[src/rtl/multi_cycle_control_pkg.sv]
// multi_cycle_control_pkg: state codes, opcodes, mux encodings and opcode class for the
// multicycle MIPS control FSM.  Rev 1.0
`default_nettype none

package multi_cycle_control_pkg;

  typedef enum logic [3:0] {
    S_IDLE   = 4'd0,
    S_FETCH  = 4'd1,
    S_DECODE = 4'd2,
    S_MEMADR = 4'd3,
    S_MEMRD  = 4'd4,
    S_MEMWB  = 4'd5,
    S_MEMWR  = 4'd6,
    S_EXEC   = 4'd7,
    S_RWB    = 4'd8,
    S_BRANCH = 4'd9,
    S_JUMP   = 4'd10,
    S_IEXEC  = 4'd11,
    S_IWB    = 4'd12,
    S_HALT   = 4'd13
  } state_t;

  localparam logic [5:0] OP_RTYPE = 6'b000000;
  localparam logic [5:0] OP_LW    = 6'b100011;
  localparam logic [5:0] OP_SW    = 6'b101011;
  localparam logic [5:0] OP_BEQ   = 6'b000100;
  localparam logic [5:0] OP_J     = 6'b000010;
  localparam logic [5:0] OP_ADDI  = 6'b001000;
  localparam logic [5:0] OP_ORI   = 6'b001101;
  localparam logic [5:0] OP_HALT  = 6'b111111;

  localparam logic [1:0] ALUOP_ADD   = 2'b00;
  localparam logic [1:0] ALUOP_SUB   = 2'b01;
  localparam logic [1:0] ALUOP_FUNCT = 2'b10;
  localparam logic [1:0] ALUOP_OR    = 2'b11;

  localparam logic [1:0] SRCB_REG     = 2'b00;
  localparam logic [1:0] SRCB_FOUR    = 2'b01;
  localparam logic [1:0] SRCB_IMM     = 2'b10;
  localparam logic [1:0] SRCB_IMM_SH2 = 2'b11;

  localparam logic [1:0] PCSRC_ALU    = 2'b00;
  localparam logic [1:0] PCSRC_ALUOUT = 2'b01;
  localparam logic [1:0] PCSRC_JUMP   = 2'b10;

  typedef struct packed {
    logic rtype;
    logic lw;
    logic sw;
    logic beq;
    logic j;
    logic addi;
    logic ori;
    logic halt;
    logic illegal;
  } op_class_t;

  function automatic logic is_terminal(input state_t s);
    return (s == S_MEMWB) || (s == S_MEMWR) || (s == S_RWB) ||
           (s == S_IWB)   || (s == S_BRANCH) || (s == S_JUMP);
  endfunction

endpackage

`default_nettype wire

[src/rtl/multi_cycle_control_if.sv]
// multi_cycle_control_if: control bus between the multicycle FSM (master) and datapath (slave).
// Rev 1.0
`default_nettype none

interface multi_cycle_control_if #(
  parameter int CNT_W = 32
);
  logic             Run;
  logic [5:0]       Op;
  logic             Zero;
  logic             PCWr;
  logic             IorD;
  logic             MemRead;
  logic             MemWrite;
  logic             IRWrite;
  logic             RegDst;
  logic             MemtoReg;
  logic             RegWrite;
  logic             ALUSrcA;
  logic [1:0]       ALUSrcB;
  logic [1:0]       ALUOp;
  logic             ExtOp;
  logic [1:0]       PCSource;
  logic             Halted;
  logic             IllegalOp;
  logic [CNT_W-1:0] InstrCount;
  logic [3:0]       State;

  modport master (
    input  Run, Op, Zero,
    output PCWr, IorD, MemRead, MemWrite, IRWrite, RegDst, MemtoReg, RegWrite,
           ALUSrcA, ALUSrcB, ALUOp, ExtOp, PCSource, Halted, IllegalOp, InstrCount, State
  );

  modport slave (
    output Run, Op, Zero,
    input  PCWr, IorD, MemRead, MemWrite, IRWrite, RegDst, MemtoReg, RegWrite,
           ALUSrcA, ALUSrcB, ALUOp, ExtOp, PCSource, Halted, IllegalOp, InstrCount, State
  );
endinterface

`default_nettype wire

[src/rtl/multi_cycle_control_main_decoder.sv]
// multi_cycle_control_main_decoder: combinational opcode to one-hot instruction class.
// Rev 1.0
`default_nettype none

module multi_cycle_control_main_decoder
  import multi_cycle_control_pkg::*;
(
  input  logic [5:0] op,
  output op_class_t  op_cls
);

  always_comb begin
    op_cls = '0;
    case (op)
      OP_RTYPE: op_cls.rtype   = 1'b1;
      OP_LW:    op_cls.lw      = 1'b1;
      OP_SW:    op_cls.sw      = 1'b1;
      OP_BEQ:   op_cls.beq     = 1'b1;
      OP_J:     op_cls.j       = 1'b1;
      OP_ADDI:  op_cls.addi    = 1'b1;
      OP_ORI:   op_cls.ori     = 1'b1;
      OP_HALT:  op_cls.halt    = 1'b1;
      default:  op_cls.illegal = 1'b1;
    endcase
  end

endmodule

`default_nettype wire

[src/rtl/multi_cycle_control.sv]
// multi_cycle_control: multicycle MIPS control FSM with Moore output decode, retired-instruction
// counter and sticky illegal-opcode flag.  Rev 1.0
`default_nettype none

module multi_cycle_control
  import multi_cycle_control_pkg::*;
#(
  parameter int CNT_W = 32
) (
  input  logic                        Clk,
  input  logic                        Reset,
  multi_cycle_control_if.master       bus
);

  state_t           state_q, state_d;
  logic [CNT_W-1:0] cnt_q, cnt_d;
  logic             illegal_q, illegal_d;
  op_class_t        op_cls;

  multi_cycle_control_main_decoder u_main_decoder (
    .op     (bus.Op),
    .op_cls (op_cls)
  );

  always_ff @(posedge Clk or posedge Reset) begin
    if (Reset) begin
      state_q   <= S_IDLE;
      cnt_q     <= '0;
      illegal_q <= 1'b0;
    end else begin
      state_q   <= state_d;
      cnt_q     <= cnt_d;
      illegal_q <= illegal_d;
    end
  end

  // Every terminal state is left on the following edge, so being in one means retiring.
  always_comb begin
    state_d   = state_q;
    illegal_d = illegal_q;
    cnt_d     = cnt_q;
    if (is_terminal(state_q)) begin
      cnt_d = cnt_q + CNT_W'(1);
    end
    case (state_q)
      S_IDLE:   if (bus.Run) state_d = S_FETCH;
      S_FETCH:  state_d = S_DECODE;
      S_DECODE: begin
        if (op_cls.rtype)                   state_d = S_EXEC;
        else if (op_cls.lw || op_cls.sw)    state_d = S_MEMADR;
        else if (op_cls.beq)                state_d = S_BRANCH;
        else if (op_cls.j)                  state_d = S_JUMP;
        else if (op_cls.addi || op_cls.ori) state_d = S_IEXEC;
        else if (op_cls.halt || op_cls.illegal) state_d = S_HALT;
        else                                state_d = S_IDLE;
        illegal_d = illegal_q | op_cls.illegal;
      end
      S_MEMADR: state_d = op_cls.sw ? S_MEMWR : S_MEMRD;
      S_MEMRD:  state_d = S_MEMWB;
      S_EXEC:   state_d = S_RWB;
      S_IEXEC:  state_d = S_IWB;
      S_MEMWB, S_MEMWR, S_RWB, S_IWB, S_BRANCH, S_JUMP:
        state_d = bus.Run ? S_FETCH : S_IDLE;
      S_HALT:   state_d = S_HALT;
      default:  state_d = S_IDLE;
    endcase
  end

  always_comb begin
    bus.PCWr     = 1'b0;
    bus.IorD     = 1'b0;
    bus.MemRead  = 1'b0;
    bus.MemWrite = 1'b0;
    bus.IRWrite  = 1'b0;
    bus.RegDst   = 1'b0;
    bus.MemtoReg = 1'b0;
    bus.RegWrite = 1'b0;
    bus.ALUSrcA  = 1'b0;
    bus.ALUSrcB  = SRCB_REG;
    bus.ALUOp    = ALUOP_ADD;
    bus.ExtOp    = 1'b0;
    bus.PCSource = PCSRC_ALU;
    bus.Halted   = 1'b0;
    case (state_q)
      S_FETCH: begin
        bus.MemRead = 1'b1;
        bus.IRWrite = 1'b1;
        bus.ALUSrcB = SRCB_FOUR;
        bus.PCWr    = 1'b1;
      end
      S_DECODE: begin
        bus.ALUSrcB = SRCB_IMM_SH2;
        bus.ExtOp   = 1'b1;
      end
      S_MEMADR: begin
        bus.ALUSrcA = 1'b1;
        bus.ALUSrcB = SRCB_IMM;
        bus.ExtOp   = 1'b1;
      end
      S_MEMRD: begin
        bus.MemRead = 1'b1;
        bus.IorD    = 1'b1;
      end
      S_MEMWB: begin
        bus.RegWrite = 1'b1;
        bus.MemtoReg = 1'b1;
      end
      S_MEMWR: begin
        bus.MemWrite = 1'b1;
        bus.IorD     = 1'b1;
      end
      S_EXEC: begin
        bus.ALUSrcA = 1'b1;
        bus.ALUOp   = ALUOP_FUNCT;
      end
      S_RWB: begin
        bus.RegWrite = 1'b1;
        bus.RegDst   = 1'b1;
      end
      S_BRANCH: begin
        bus.ALUSrcA  = 1'b1;
        bus.ALUOp    = ALUOP_SUB;
        bus.PCSource = PCSRC_ALUOUT;
        bus.PCWr     = bus.Zero;
      end
      S_JUMP: begin
        bus.PCSource = PCSRC_JUMP;
        bus.PCWr     = 1'b1;
      end
      // IR is only loaded in FETCH, so Op is stable here and picks addi vs. ori.
      S_IEXEC: begin
        bus.ALUSrcA = 1'b1;
        bus.ALUSrcB = SRCB_IMM;
        bus.ExtOp   = ~op_cls.ori;
        bus.ALUOp   = op_cls.ori ? ALUOP_OR : ALUOP_ADD;
      end
      S_IWB:   bus.RegWrite = 1'b1;
      S_HALT:  bus.Halted   = 1'b1;
      default: ;
    endcase
  end

  assign bus.State      = state_q;
  assign bus.InstrCount = cnt_q;
  assign bus.IllegalOp  = illegal_q;

endmodule

`default_nettype wire

[src/flat_wrapper.sv]
// flat-port wrapper written by rule: the top's interface ports become plain ports
module multi_cycle_control_flat import multi_cycle_control_pkg::*;
#(
  parameter int CNT_W = 32
)
  (Clk, Reset, bus_Run, bus_Op, bus_Zero, bus_PCWr, bus_IorD, bus_MemRead, bus_MemWrite, bus_IRWrite, bus_RegDst, bus_MemtoReg, bus_RegWrite, bus_ALUSrcA, bus_ALUSrcB, bus_ALUOp, bus_ExtOp, bus_PCSource, bus_Halted, bus_IllegalOp, bus_InstrCount, bus_State);
  multi_cycle_control_if #(.CNT_W(CNT_W)) bus_i ();
  input  logic Clk;
  input  logic Reset;
  input wire logic [$bits(bus_i.Run)-1:0] bus_Run;
  input wire logic [$bits(bus_i.Op)-1:0] bus_Op;
  input wire logic [$bits(bus_i.Zero)-1:0] bus_Zero;
  output wire logic [$bits(bus_i.PCWr)-1:0] bus_PCWr;
  output wire logic [$bits(bus_i.IorD)-1:0] bus_IorD;
  output wire logic [$bits(bus_i.MemRead)-1:0] bus_MemRead;
  output wire logic [$bits(bus_i.MemWrite)-1:0] bus_MemWrite;
  output wire logic [$bits(bus_i.IRWrite)-1:0] bus_IRWrite;
  output wire logic [$bits(bus_i.RegDst)-1:0] bus_RegDst;
  output wire logic [$bits(bus_i.MemtoReg)-1:0] bus_MemtoReg;
  output wire logic [$bits(bus_i.RegWrite)-1:0] bus_RegWrite;
  output wire logic [$bits(bus_i.ALUSrcA)-1:0] bus_ALUSrcA;
  output wire logic [$bits(bus_i.ALUSrcB)-1:0] bus_ALUSrcB;
  output wire logic [$bits(bus_i.ALUOp)-1:0] bus_ALUOp;
  output wire logic [$bits(bus_i.ExtOp)-1:0] bus_ExtOp;
  output wire logic [$bits(bus_i.PCSource)-1:0] bus_PCSource;
  output wire logic [$bits(bus_i.Halted)-1:0] bus_Halted;
  output wire logic [$bits(bus_i.IllegalOp)-1:0] bus_IllegalOp;
  output wire logic [$bits(bus_i.InstrCount)-1:0] bus_InstrCount;
  output wire logic [$bits(bus_i.State)-1:0] bus_State;
  assign bus_i.Run = bus_Run;
  assign bus_i.Op = bus_Op;
  assign bus_i.Zero = bus_Zero;
  assign bus_PCWr = bus_i.PCWr;
  assign bus_IorD = bus_i.IorD;
  assign bus_MemRead = bus_i.MemRead;
  assign bus_MemWrite = bus_i.MemWrite;
  assign bus_IRWrite = bus_i.IRWrite;
  assign bus_RegDst = bus_i.RegDst;
  assign bus_MemtoReg = bus_i.MemtoReg;
  assign bus_RegWrite = bus_i.RegWrite;
  assign bus_ALUSrcA = bus_i.ALUSrcA;
  assign bus_ALUSrcB = bus_i.ALUSrcB;
  assign bus_ALUOp = bus_i.ALUOp;
  assign bus_ExtOp = bus_i.ExtOp;
  assign bus_PCSource = bus_i.PCSource;
  assign bus_Halted = bus_i.Halted;
  assign bus_IllegalOp = bus_i.IllegalOp;
  assign bus_InstrCount = bus_i.InstrCount;
  assign bus_State = bus_i.State;
  multi_cycle_control #(.CNT_W(CNT_W)) u_core (.Clk(Clk), .Reset(Reset), .bus(bus_i));
endmodule
[config.mk]
export PLATFORM = sky130hd
export DESIGN_NAME = multi_cycle_control_flat
export DESIGN_NICKNAME = d
export VERILOG_FILES = /design/src/rtl/multi_cycle_control_pkg.sv /design/src/rtl/multi_cycle_control_if.sv /design/src/rtl/multi_cycle_control_main_decoder.sv /design/src/rtl/multi_cycle_control.sv /design/src/flat_wrapper.sv
export SDC_FILE = /design/constraint.sdc
export NUM_CORES = 1
export LEC_CHECK = 0
export BUFFER_PORTS_ARGS = -buffer_cell sky130_fd_sc_hd__buf_4
export CELL_PAD_IN_SITES_DETAIL_PLACEMENT = 0
export CELL_PAD_IN_SITES_GLOBAL_PLACEMENT = 1
export CORE_ASPECT_RATIO = 1.5
export CORE_MARGIN = 8
export CORE_UTILIZATION = 35
export DETAILED_ROUTE_END_ITERATION = 8
export GPL_ROUTABILITY_DRIVEN = 0
export GPL_TIMING_DRIVEN = 0
export PLACE_DENSITY_LB_ADDON = 0.1
export SLEW_MARGIN = 20
export SYNTH_ARGS = -nofsm -noshare
export SYNTH_HDL_FRONTEND = slang
export SYNTH_SLANG_ARGS = --single-unit
[constraint.sdc]
create_clock -name Clk -period 1.7 [get_ports Clk]
set_input_delay 0.17 -clock Clk [delete_from_list [all_inputs] [get_ports Clk]]
set_output_delay 0.17 -clock Clk [all_outputs]
set_load 0.01 [all_outputs]
Yosys cells after proc, flatten, opt, wreduce, memory -nomap -nowiden
Cells that the tools add are included.
- register bits: 37
- word-level logic and storage cells: 80
- output and inout bits: 54
- add/subtract/negate cells: 1
- muxes and demuxes: 34
- reductions and logical operators: 19
- eq/ne operators: 21
- bitwise operators: 2
- operators by type and width (kind ; number):
    $pmux 4 s9 ; 1
    $add 32x1->32 const B ; 1
    $mux 4 ; 7
    $eq 4x4->1 const B ; 6
    $mux 1 ; 19
    $eq 6x6->1 const B ; 3
    $eq 4x3->1 const B ; 4
    $eq 6x4->1 const B ; 2
    $pmux 2 s3 ; 2
    $reduce_or 2->1 ; 5
    $eq 4x2->1 const B ; 2
    $logic_or 1x1->1 ; 8
    $reduce_or 8->1 ; 1
    $eq 6x2->1 const B ; 1
    $eq 6x3->1 const B ; 1
    $logic_not 6->1 ; 1
    $reduce_or 6->1 ; 1
    $eq 4x1->1 const B ; 1
    $logic_not 4->1 ; 1
    $mux 2 ; 2
    $pmux 1 s2 ; 2
    $pmux 2 s2 ; 1
    $reduce_or 4->1 ; 1
    $reduce_or 3->1 ; 1
    other kinds (3) ; 3

Longest topological paths before layout
Gate-level depths: netlist of the first run.
- depth after elaboration: 11
- depth in mapped cells: 7

Cells and area by module
Synthesis of the first run repeated with hierarchy kept, for this count alone.
- cells, all modules: 238
- area total of the unflattened synthesis: 2192.1 sq um
- by module, submodules not included (module ; times used ; cells an instance ; area an instance (sq um)):
    multi_cycle_control ; 1 ; 212 ; 2026.9
    multi_cycle_control_main_decoder ; 1 ; 26 ; 165.2

Worst setup path after synthesis of the first run
OpenSTA, ideal clock, no wires.
- path type: flip-flop to flip-flop
- start point: register u_core.state_q[0] (netlist: u_core.bus.State[0])
- end point: register u_core.cnt_q[30] (netlist: u_core.bus.InstrCount[30])
- period minus slack after synthesis: 1705 ps
- library setup time: 80 ps
- path slack: -5 ps
- arrival: 1625 ps
- buffers on the path: 2
- stages on the path, launching flop included: 8
- data required time: 1620 ps
- cells stage by stage: dfrtp_1 -> buf_6 -> a21o_1 -> a22oi_4 -> nand4_4 -> buf_6 -> nor3_2 -> xnor2_1
- longest elaborated chain between the ends: 6
- ends and longest elaborated chain (what ; line ; RTL):
    start, declared ; multi_cycle_control.sv:15 ; state_t state_q, state_d;
    start signal, assigned ; multi_cycle_control.sv:31 ; state_q <= state_d;
    $eq 4x3->1 ; multi_cycle_control_pkg.sv:60 ; return (s == S_MEMWB) || (s == S_MEMWR) || (s == S_RWB) ||
    $logic_or 1x1->1 (3 in series) ; multi_cycle_control_pkg.sv:60 ;
    $logic_or 1x1->1 ; multi_cycle_control_pkg.sv:61 ; (s == S_IWB) || (s == S_BRANCH) || (s == S_JUMP);
    $logic_or 1x1->1 (*) ; multi_cycle_control_pkg.sv:61 ;
    end signal, assigned ; multi_cycle_control.sv:32 ; cnt_q <= cnt_d;
    end, declared ; multi_cycle_control.sv:16 ; logic [CNT_W-1:0] cnt_q, cnt_d;
Mark *: on every way between the ends. The rest lies on a longest branch, timed or not.
A chain may end at the register's enable or synchronous reset.

Worst setup path after layout of the first run
- start point: register u_core.state_q[2] (netlist: u_core.bus.State[2])
- end point: register u_core.cnt_q[25] (netlist: u_core.bus.InstrCount[25])
Same word-level chain as after synthesis.

==> summary.txt, run 1 <==
Status = complete, but fails checks
Violated checks = setup timing
PD cells = 1140 nW/um^2
Shortest period the worst path allows = 1.76 ns
Clock Latency Late Sink = 0.29 ns
Max cap viols = 0
First-pass GRT wire length = 10400 um
Max incr delay on CP = 0.45 ns
CP startpoint = u_core.bus.State[2]
Slew Limit Fails = 0
Initial Utilization = 36.2%
Crit path kind = flip-flop to flip-flop
Worst-Margin Slew = 0.422 ns
Fill cells = 534
Crit start category = flip-flop
R2R Path Start = u_core.bus.State[2]
Final WL = 6640 um
Setup slack, reg-to-reg = -0.06 ns
Final WS setup = -0.0557 ns
Boundary Pins = 64
Vias = 2121
CORE AREA = 6170 sq um
Critical-path cell list = a21o_1 -> a22oi_4 -> buf_12 -> nand3_4 -> buf_12 -> nor3_2 -> xor2_1
Std-Cell Rows = 35
Final period util = 103%
Worst r2r dst = u_core.bus.InstrCount[25]
DR top layer = met4
Max clock buf depth = 2
Share of the synthesized area in the top cell type = 41.4%
Setup crit end kind = flip-flop
Largest cells by area after synthesis = dfrtp_1 (41%), xor2_1 (7.4%), xnor2_1 (5.9%)
I/O Buffers = 59
Worst-path clk slew = 0.07 ns
Crit path capture = u_core.bus.InstrCount[25]
Placed instance area = 2790 sq um
Delay-heaviest family, CP = flip-flops
EDFF count, synth = 0
Netlist Area Pre-Place = 2240 sq um
Vias in the first global route = 2112
Post-Synthesis Cells = 235
Sink Count = 37
Post-route cell area = 3660 sq um
Synth Flop Type = dfrtp_1
DRC = 0
Hold path startpoint = bus_Run
Wire length on met2 = 3720 um
FF-to-FF path depth = 7
Post-synth net total = 246
Req. time, crit path = 1.91 ns
Die X = 81.3 um
CTS root buffer = clkbuf_8
Die area = 9250 sq um
Gr ovfl total = 0
Synth-to-Final Area Change = 63.6%
Setup violators final = 5
Crit path buf inv count = 2
Layout cells sized above 1 = 53.4%
CP Max Fanout = 10
Peak VDD IR = 0.894 mV
Placement Setup Slack = -0.311 ns
Relative slew slack = 71.8%
GRT Total Usage = 14.1%
Synth async-reset ratio = 100%
Seq/Total Area, Yosys = 41.4%
Antenna violations before repair = 0
FF+latch count, synth = 37
M1 WL = 2510 um
Clock skew = 0.00659 ns
RSZ-0062 raised after global routing = yes
CTS tree = yes
Fin Hold WS = 0.208 ns
Slowest cell on crit path = dfrtp_2
Routed wl met3 = 316 um
N_diodes = 0
DRT iter0 DRCs = 35
Largest net degree at the start of global routing = 27
# nets final = 351
Most used cell, CP = buf_12
Syn Area/Cell = 9.51 sq um
Drt pass-1 iters = 4
Crit path depth = 7
Die H = 114 um
Achievable clock frequency = 570 MHz
CTS Buf Count = 5
Top cell type by total area after synthesis = dfrtp_1
HPWL after DPL = 4360 um
Leakage Power = 1.90 nW
Drt via density = 5.11
Routed length per instance = 16.0 um
Hold Path Class = primary input to flip-flop
Arrival time at the worst endpoint = 1.97 ns
Yosys cell types = 39
DRT antenna net count = 0
H-Tree Depth = 2
Fin. Hold Viols = 0
Syn. warnings = 0
flip-flops by register name, summed over array words and instances, names as in the netlist:
name,flops
u_core.bus.InstrCount,32
u_core.bus.State,4
u_core.bus.IllegalOp,1
final cells by class:
class / count / area [sq um] / share of cell area (%)
Clock inverter: 1 / 5.00 / 0.137
Clock buffer: 7 / 96.3 / 2.63
Inverter: 15 / 63.8 / 1.74
Multi-Input combinational cell: 172 / 1510 / 41.3
Tap cell: 74 / 92.6 / 2.53
Sequential cell: 37 / 935 / 25.5
Timing Repair Buffer: 98 / 840 / 22.9
Buffer: 11 / 114 / 3.11
worst min path at each step:
stage                           endpoint  slack [ns]  cells past startpoint
6_report             u_core.bus.State[0]        0.21                      3
5_1_grt              u_core.bus.State[0]        0.24                      3
4_1_cts              u_core.bus.State[0]        0.20                      3
3_5_place_dp   u_core.bus.InstrCount[12]        0.15                      2
3_3_place_gp   u_core.bus.InstrCount[31]        0.46                      1
2_1_floorplan       u_core.bus.IllegalOp        0.35                      1
per-stage QoR:
step	std cells	TNS [ns]	power (mW)	utilization (%)
floorplan	235	0	2.10	-
CTS	390	-1.07	3.74	53.2
detailed placement	369	-2.24	2.75	45.2
finish	415	-0.166	4.17	59.3
global route	415	-1.62	4.45	59.3
global placement	368	-2.28	2.74	44.9
where the power goes:
part	total, mW	internal [mW]	switching [mW]
clock network	0.669	0.366	0.303
logic	2.32	1.17	1.15
registers	1.18	1.02	0.166
total	4.17	2.55	1.62
logic make-up after synthesis:
logic type / Yosys count / synth area share [%]
DFF: 37 / 41.4
AOI/OAI and AO/OA: 31 / 9.40
buffers and inverters: 27 / 5.54
xor gates and xnor gates: 34 / 13.3
muxes: 1 / 0.504
adders and majority gates: 1 / 0.560
and+or+nand+nor: 104 / 29.3
cells in the final DEF (no fill, tap or decap), types with 8 or more instances in the layout:
cell type and n:
buf_4 86, xor2_1 19, nand3_1 8, inv_1 11, o21ai_0 10, nand2_1 14, dfrtp_1 30, xnor2_1 14
nor3_4 12, nor2_1 13
cell usage after synthesis, drive strengths merged (2+ instances only):
| cell | n |
|---|---|
| or2 | 2 |
| clkbuf | 9 |
| buf | 3 |
| nand2 | 20 |
| and3 | 3 |
| xnor2 | 15 |
| o211ai | 2 |
| nor4 | 9 |
| inv | 15 |
| nand3 | 13 |
| xor2 | 19 |
| nor2 | 25 |
| dfrtp | 37 |
| nand4 | 6 |
| o21ai | 11 |
| o31ai | 3 |
| nor2b | 2 |
| a211oi | 2 |
| a21oi | 6 |
| nor3 | 20 |
worst register-to-register path, cell delays in order (launching register included):
cell and delay (ns):
dfrtp_2 0.45, a21o_1 0.19, a22oi_4 0.25, buf_12 0.14, nand3_4 0.10, buf_12 0.19
nor3_2 0.20, xor2_1 0.16
per-layer routing:
layer,vias up,GRT usage (%)
met3,7,2.05
met4,0,5.87
met2,60,25.6
met5,-,0
met1,1036,15.4
li1,1018,-
what timing repair did:
item                       4_1_cts  5_1_grt
buffers inserted                10       27
gates resized for setup         56       53
cloned                           2        0
hold endpoints to repair        11        0
hold buffers                     1        0
setup endpoints to repair       46       42
pin swaps                       35       25
Note: power is estimated with default switching activity, not from simulation.
==> inputs of run 2 (changes only) <==
--- a/config.mk
+++ b/config.mk
@@ -13,7 +13,7 @@
 export CORE_UTILIZATION = 35
 export DETAILED_ROUTE_END_ITERATION = 8
 export GPL_ROUTABILITY_DRIVEN = 0
-export GPL_TIMING_DRIVEN = 0
+export GPL_TIMING_DRIVEN = 1
 export PLACE_DENSITY_LB_ADDON = 0.1
 export SLEW_MARGIN = 20
 export SYNTH_ARGS = -nofsm -noshare
==> run 2 against run 1 <==
Critical path depth down 1. Largest power group unchanged. Sequential share of layout area up 3.6 points. Cell count down 3.6%. Highest routed layer unchanged. Sequential power down 8%. The run ends with hold timing left. Wire length down 13%. Fmax up 4.8%. Clock power down 9.9%. Core utilization down 7.9 points. Largest cell class unchanged.
==> summary.txt, run 2 (synthesis gave the netlist of run 1 again) <==
Status = complete, but fails checks
Violated checks = hold timing
Std-Cell Rows = 35 (unchanged)
Antenna violations before repair = 0 (unchanged)
FF-to-FF path depth = 6 (-1)
Slowest cell on crit path = dfrtp_1
Worst-path clk slew = 0.08 ns (about the same)
Die area = 9250 sq um (unchanged)
Shortest period the worst path allows = 1.68 ns (-0.0797 ns)
Fill cells = 611 (+14%)
Sw Pwr = 1.42 mW (-12%)
Comb pwr share = 54.1% (-1.5 points)
Achievable clock frequency = 597 MHz (+4.8%)
I/O Buffers = 63 (+6.8%)
Layout cells sized above 1 = 43.3% (-10 points)
CTS Buf Count = 5 (unchanged)
Placed instance area = 2930 sq um (+4.8%)
CTS root buffer = clkbuf_8
CTS tree = yes
Sequential cell area = 926 sq um (-0.94%)
First-pass GRT wire length = 9540 um (-8.5%)
Setup TNS = 0 ns (+0.166 ns)
Boundary Pins = 64 (unchanged)
Crit path kind = flip-flop to flip-flop
RSZ-0062 raised after global routing = yes
Placement Setup Slack = 0.0264 ns (+0.337 ns)
CP Max Fanout = 8 (-2)
Sink Count = 37 (unchanged)
Die H = 114 um (unchanged)
Vias in the first global route = 2050 (-2.9%)
Setup slack, reg-to-reg = 0.02 ns (+0.08 ns)
Most frequent cells in the layout = buf_4 (86), dfrtp_1 (37), nor2_1 (22), xor2_1 (19), nand2_1 (16)
DRC = 0 (unchanged)
Largest net degree at the start of global routing = 38 (+41%)
Leakage Power = 1.56 nW (-18%)
Peak VDD IR = 0.781 mV (-13%)
Synth-to-Final Area Change = 41.9%
Clock power share = 16.3% (+0.3 points)
PD cells = 1160 nW/um^2 (+2.1%)
Drt via density = 5.06 (-0.95%)
Sequential share of power = 29.6% (+1.2 points)
DRT iter0 DRCs = 78 (+120%)
Worst r2r dst = u_core.bus.InstrCount[25]
Critical-path cell list = a21o_1 -> a22oi_4 -> nand3_4 -> buf_4 -> nor3_2 -> xor2_1
Relative slew slack = 68.7% (-3.2 points)
Crit start category = flip-flop
Req. time, crit path = 1.92 ns (about the same)
Post-route cell area = 3170 sq um (-13%)
Slew Limit Fails = 0 (unchanged)
Setup violators final = 0 (-5)
Max cap viols = 0 (unchanged)
Number of flip-flops under the largest register name = 32 (unchanged)
Die X = 81.3 um (unchanged)
GRT Total Usage = 12.8% (-1.3 points)
N_diodes = 0 (unchanged)
Area of the multi-input gates = 1250 sq um (-17%)
Fin. Hold Viols = 16 (+16)
Design Power = 3.69 mW (-11%)
CTS Hold Bufs = 0 (-1)
Max clock buf depth = 2 (unchanged)
Clock Latency Late Sink = 0.29 ns (about the same)
Fin Hold WS = -0.00438 ns (-0.212 ns)
Post-route core utilization = 51.4% (-7.9 points)
Internal cell power = 2.27 mW (-11%)
Final WL = 5780 um (-13%)
HPWL after DPL = 4370 um (+0.36%)
H-Tree Depth = 2 (unchanged)
R2R Path Start = u_core.bus.State[2]
Setup crit end kind = flip-flop
Worst-Margin Slew = 0.470 ns (+0.0475 ns)
Arrival time at the worst endpoint = 1.89 ns (-0.08 ns)
Routed length per instance = 14.5 um (-9.6%)
Hold Path Class = primary input to asynchronous set/reset pin
Crit path buf inv count = 1 (-1)
Initial Utilization = 36.2% (unchanged)
Final WS setup = 0.0241 ns (+0.0798 ns)
Clock skew = 0.00674 ns (+0.000145 ns)
Most common cell after layout, fill and taps aside = buf_4
Final period util = 98.6% (-4.7 points)
CORE AREA = 6170 sq um (unchanged)
Sw Share = 38.6% (-0.23 points)
Gr ovfl total = 0 (unchanged)
DRT antenna net count = 0 (unchanged)
Max incr delay on CP = 0.42 ns (-0.03 ns)
# nets final = 336 (-4.3%)
Delay-heaviest family, CP = compound AO/OA/AOI/OAI gates
Vias = 2025 (-4.5%)
Drt pass-1 iters = 4 (unchanged)
## run 2: changes by cell type in the layout (fill, tap and decap cells not counted), moves of 4 or more
cell / before / now
dfrtp_1: 30 / 37
buf_12: 7 / 1
nor3_4: 12 / 0
dfrtp_2: 7 / 0
nor2_1: 13 / 22
nor2_4: 6 / 0
nor3_2: 4 / 12
nor3_1: 4 / 8
## run 2: stage by stage
step / instances / hold WS (ns)
final: 400 / -0.00438
after global routing: 400 / 0.0484
after CTS: 394 / 0.0112
after detailed placement: 384 / 0.326
after global placement: 384 / 0.319
after floorplan: 235 / 0.350
## run 2: cell type report
type,count,share of cell area (%)
Multi-Input combinational cell,171,39.6
Sequential cell,37,29.2
Timing Repair Buffer,95,23.8
Tap cell,74,2.92
Clock buffer,6,2.29
Inverter,15,1.89
Clock inverter,2,0.316
## run 2: worst max path at each step
stage                     cells after the start  slack [ns]                       from                   endpoint
after floorplan                               7        0.02        u_core.bus.State[0]  u_core.bus.InstrCount[30]
after global placement                        5        0.03  u_core.bus.InstrCount[15]  u_core.bus.InstrCount[22]
after detailed placement                      6        0.03        u_core.bus.State[2]  u_core.bus.InstrCount[18]
after CTS                                     6        0.01        u_core.bus.State[2]  u_core.bus.InstrCount[18]
after global routing                          6       -0.08        u_core.bus.State[2]  u_core.bus.InstrCount[18]
final                                         6        0.02        u_core.bus.State[2]  u_core.bus.InstrCount[25]
## run 2: tightest hold or removal path: stages
cell and delay [ns]:
buf_4 0.11, inv_1 0.04, buf_4 0.41
## run 2: power by group through the flow
stage | clock network [mW] | logic, mW | registers, mW
final | 0.603 | 2.00 | 1.09
after floorplan | 0 | 0.900 | 1.20
after global routing | 0.661 | 2.20 | 1.11
after CTS | 0.628 | 1.88 | 1.09
after global placement | 0 | 1.79 | 1.11
after detailed placement | 0 | 1.78 | 1.11
## run 2: metal layers
| metal | vias to the layer above | track usage (%) | part of all wire [%] |
|---|---|---|---|
| met1 | 985 | 13.9 | 40 |
| met3 | 7 | 2.28 | 3.9 |
| li1 | 983 | - | - |
| met2 | 50 | 23.1 | 54 |
| met5 | - | 0 | 0 |
| met4 | 0 | 5.39 | 1.9 |
## run 2: what timing repair did
action | in CTS | in global routing
buffers inserted | 2 | 6
gates resized for setup | 8 | 20
hold endpoints to repair | 0 | 0
gates cloned | 0 | 0
pin swaps | 1 | 5
setup endpoints to repair | 5 | 21
